<file path="src/rtl/crc_32.sv">
// Byte-serial IEEE 802.3 CRC-32 generator/checker (reflected form, one byte per clock).
// The running FCS is presented complemented and byte-swapped, so crc[31:24] goes on the wire first.
module crc_32 (
    input  logic        clk,
    input  logic        rst,
    input  logic        vld,
    input  logic [7:0]  data,
    output logic [31:0] crc
);

    localparam logic [31:0] POLY_REFL = 32'hEDB88320;
    localparam logic [31:0] CRC_INIT  = 32'hFFFFFFFF;

    logic [31:0] r_p0;
    logic [31:0] c_inv;

    // Eight LSB-first shift/XOR steps, unrolled by synthesis into one cycle of XOR logic.
    function automatic logic [31:0] crc_byte(input logic [31:0] r, input logic [7:0] d);
        logic [31:0] acc;
        logic        fb;
        acc = r;
        for (int k = 0; k < 8; k++) begin
            fb  = acc[0] ^ d[k];
            acc = (acc >> 1) ^ (fb ? POLY_REFL : 32'h0);
        end
        return acc;
    endfunction

    // Stage p0: running reflected CRC register
    always_ff @(posedge clk) begin
        if (rst) begin
            r_p0 <= CRC_INIT;
        end else if (vld) begin
            r_p0 <= crc_byte(r_p0, data);
        end
    end

    // Output depends on the register only, never on data/vld.
    assign c_inv = ~r_p0;
    assign crc   = {c_inv[7:0], c_inv[15:8], c_inv[23:16], c_inv[31:24]};

endmodule

</file>
<file path="config.mk">
export PLATFORM = sky130hd
export DESIGN_NAME = crc_32
export DESIGN_NICKNAME = d
export VERILOG_FILES = /design/src/rtl/crc_32.sv
export SDC_FILE = /design/constraint.sdc
export NUM_CORES = 1
export LEC_CHECK = 0
export ABC_CLOCK_PERIOD_IN_PS = 2000
export BUFFER_PORTS_ARGS = -buffer_cell sky130_fd_sc_hd__buf_2
export CAP_MARGIN = 20
export CORE_ASPECT_RATIO = 1.75
export CORE_MARGIN = 2
export CORE_UTILIZATION = 35
export CTS_CLUSTER_SIZE = 28
export DETAILED_ROUTE_END_ITERATION = 16
export MAX_ROUTING_LAYER = met4
export PLACE_DENSITY = 0.63
export RECOVER_POWER = 100
export REMOVE_ABC_BUFFERS = 1
export SLEW_MARGIN = 10
export SYNTH_ARGS = -nofsm -noshare
export SYNTH_HDL_FRONTEND = slang
export SYNTH_SLANG_ARGS = --single-unit
</file>
<file path="constraint.sdc">
create_clock -name clk -period 2 [get_ports clk]
set_clock_uncertainty 0.15 [all_clocks]
set_input_delay 0.1 -clock clk [delete_from_list [all_inputs] [get_ports clk]]
set_output_delay 0.1 -clock clk [all_outputs]
set_load 0.1 [all_outputs]
</file>
==> impl_metrics.env <==
export IMPL_status="finished clean"
export IMPL_finalHoldViolCount=0
export IMPL_wirelength_mm=4.646
export IMPL_antenna_left=0
export IMPL_antenna_found_initial=0
export IMPL_path_class="flop to flop"
export IMPL_drtIter0Drc=27
export IMPL_rows=36
export IMPL_fmax_ghz=0.5284
export IMPL_cts_hold_buffers=0
export IMPL_numCtsBuffers=5
export IMPL_netlist_instances=210
export IMPL_areaGrowthSynthToFinish_pct=31.40
export IMPL_crit_buf_inv=1
export IMPL_ys_flop_type="dfxtp_1"
export IMPL_synth_edff_count=0
export IMPL_cts_buffer_depth=2
export IMPL_yosys_top_cells_area="dfxtp_1 32%, xnor2_1 18%, xnor2_2 7.4%"
export IMPL_crit_slowest_cell="dfxtp_1"
export IMPL_fin_crit_sh=0.9462
export IMPL_firstDrtPassIters=4
export IMPL_cts_sinks=32
export IMPL_drc=0
export IMPL_top_regs="r_p0 x32"
export IMPL_yosys_area_top_type="dfxtp_1"
export IMPL_hp_class="input port to flop"
export IMPL_grt_pass1_vias=1558
export IMPL_gp_congestion=0.8000
export IMPL_fp_dieW_um=60.87
export IMPL_h_tree_depth=2
export IMPL_die_area_um2=6300
export IMPL_maxSlewHeadroom=0.6399
export IMPL_async_flop_share=0
export IMPL_vias=1551
export IMPL_finalNetCount=286
export IMPL_synth_cell_type_count=27
export IMPL_grt_pass1_wl_mm=7.741
export IMPL_layout_drive_gt1_share=0.3370
export IMPL_slew_violations=0
export IMPL_die_h_um=103.5
export IMPL_ioPinCount=43
export IMPL_synth_top_area_frac=0.3234
export IMPL_viasPerCell=4.406
export IMPL_initial_core_util=0.3604
export IMPL_cp_required_ps=2030
export IMPL_clockRootBuffer="clkbuf_8"
export IMPL_largest_register_ffs=32
export IMPL_end_kind="flop"
export IMPL_grtUsageTotal=0.1693
export IMPL_critPathLaunchType="flop"
export IMPL_portBuffers=42
export IMPL_crit_path_max_incr_delay_ps=420
export IMPL_arrival_ps=1920
export IMPL_holdWs_ps=67.99
export IMPL_path_cells="xnor2_4 -> buf_4 -> xnor2_2 -> xor2_1 -> xnor2_1 -> a211o_1"
export IMPL_insertion_delay_ps=290
export IMPL_wl_per_cell_um=13.20
export IMPL_period_needed_ps=1892
export IMPL_worst_pin_slew_ps=542.5
export IMPL_syn_area_um2=1981
export IMPL_synth_seq_area_share=0.3234
export IMPL_max_cap_viol_count=0
export IMPL_yosysWarnings=0
export IMPL_cts_clk_slew_worst_paths_ps=70
export IMPL_cp_max_fo=6
export IMPL_grt_ovfl_total=0
export IMPL_ys_ff_latch=32
export IMPL_diodes=0
export IMPL_syn_area_per_cell_um2=9.432
export IMPL_largest_register="r_p0"
export IMPL_setup_viol=0
export IMPL_hpwl_mm=3.547
export IMPL_core_area_um2=5495
export IMPL_cts_tree="built"
export IMPL_critPathTopFamily="XOR/XNOR gates"
export IMPL_grt_max_degree=33
area by class of cell:
class,instances,area [µm²]
multi-input combinational,135,1206
sequential,32,640.6
fill,563,2893
timing repair buffer,67,406.6
inverter,34,127.6
clock inverter,1,30.03
tap,76,95.09
clock buffer,7,96.34
cell families (layout without fill, tap and decap cells):
kind of cell / after synthesis / in the layout / share of synthesized area
xor gates and xnor gates: 68 / 68 / 0.3992
buffers and inverters: 43 / 109 / 0.08150
AOI/OAI and AO/OA: 36 / 36 / 0.1339
DFF: 32 / 32 / 0.3234
and+or+nand+nor: 31 / 31 / 0.06191
routing by layer:
layer | share of wire | vias up | global-route usage
li1 | - | 788 | -
met2 | 0.54 | 29 | 0.2834
met4 | 0.028 | 0 | 0.08075
met3 | 0.025 | 9 | 0.02497
met5 | 0 | - | -
met1 | 0.40 | 725 | 0.1881
cells in the final DEF (no fill, tap or decap), drive strengths merged:
master and count:
a211o 10, and3 1, a21o 1, bufinv 1, o21ai 5, o211ai 15, nor3 1, clkinv 2
inv 32, dfxtp 32, clkbuf 41, xor3 2, buf 33, a21oi 4, nand2 17, a311oi 1
xnor3 1, nor4 1, xnor2 52, xor2 13, nor2 11
tightest hold or removal path, cell delays in order:
cell and delay [ps]:
buf_2 110, clkinv_1 150, a311oi_1 110
Yosys cell counts, types with 4 or more instances:
| cell type | n |
|---|---|
| inv_1 | 32 |
| xor2_1 | 11 |
| nor2_1 | 11 |
| o211ai_1 | 15 |
| dfxtp_1 | 32 |
| a211o_1 | 10 |
| clkbuf_1 | 7 |
| xnor2_1 | 40 |
| nand2_1 | 17 |
| o21ai_0 | 4 |
| xnor2_2 | 9 |
worst paths after layout:
| kind | start | end | slack, ps | cells past startpoint |
|---|---|---|---|---|
| min reg2reg | r_p0[30] | r_p0[30] | 320 | 1 |
| min | rst | r_p0[25] | 70 | 3 |
| max | r_p0[0] | r_p0[16] | 110 | 6 |
| max reg2reg | r_p0[0] | r_p0[16] | 110 | 6 |
metrics by stage:
stage	setup TNS [ps]	worst slack (ps)	cells	area [µm²]	utilization
after global placement	0	66.62	339	2402	0.4372
after detailed placement	-2.171	-2.171	339	2402	0.4372
after global routing	-6.543	-6.371	352	2603	0.4736
after floorplan	0	31.92	201	1947	-
after CTS	0	26.30	347	2536	0.4615
final	0	107.5	352	2603	0.4736
what timing repair did:
action,in CTS,in global routing
endpoints found under the setup margin,1,4
pin swaps,0,3
gates resized for setup,1,3
setup buffers,0,5
Power is left out: the tool's default activity adds up to more than one toggle a clock period on the data nets, which glitch-free logic cannot reach.
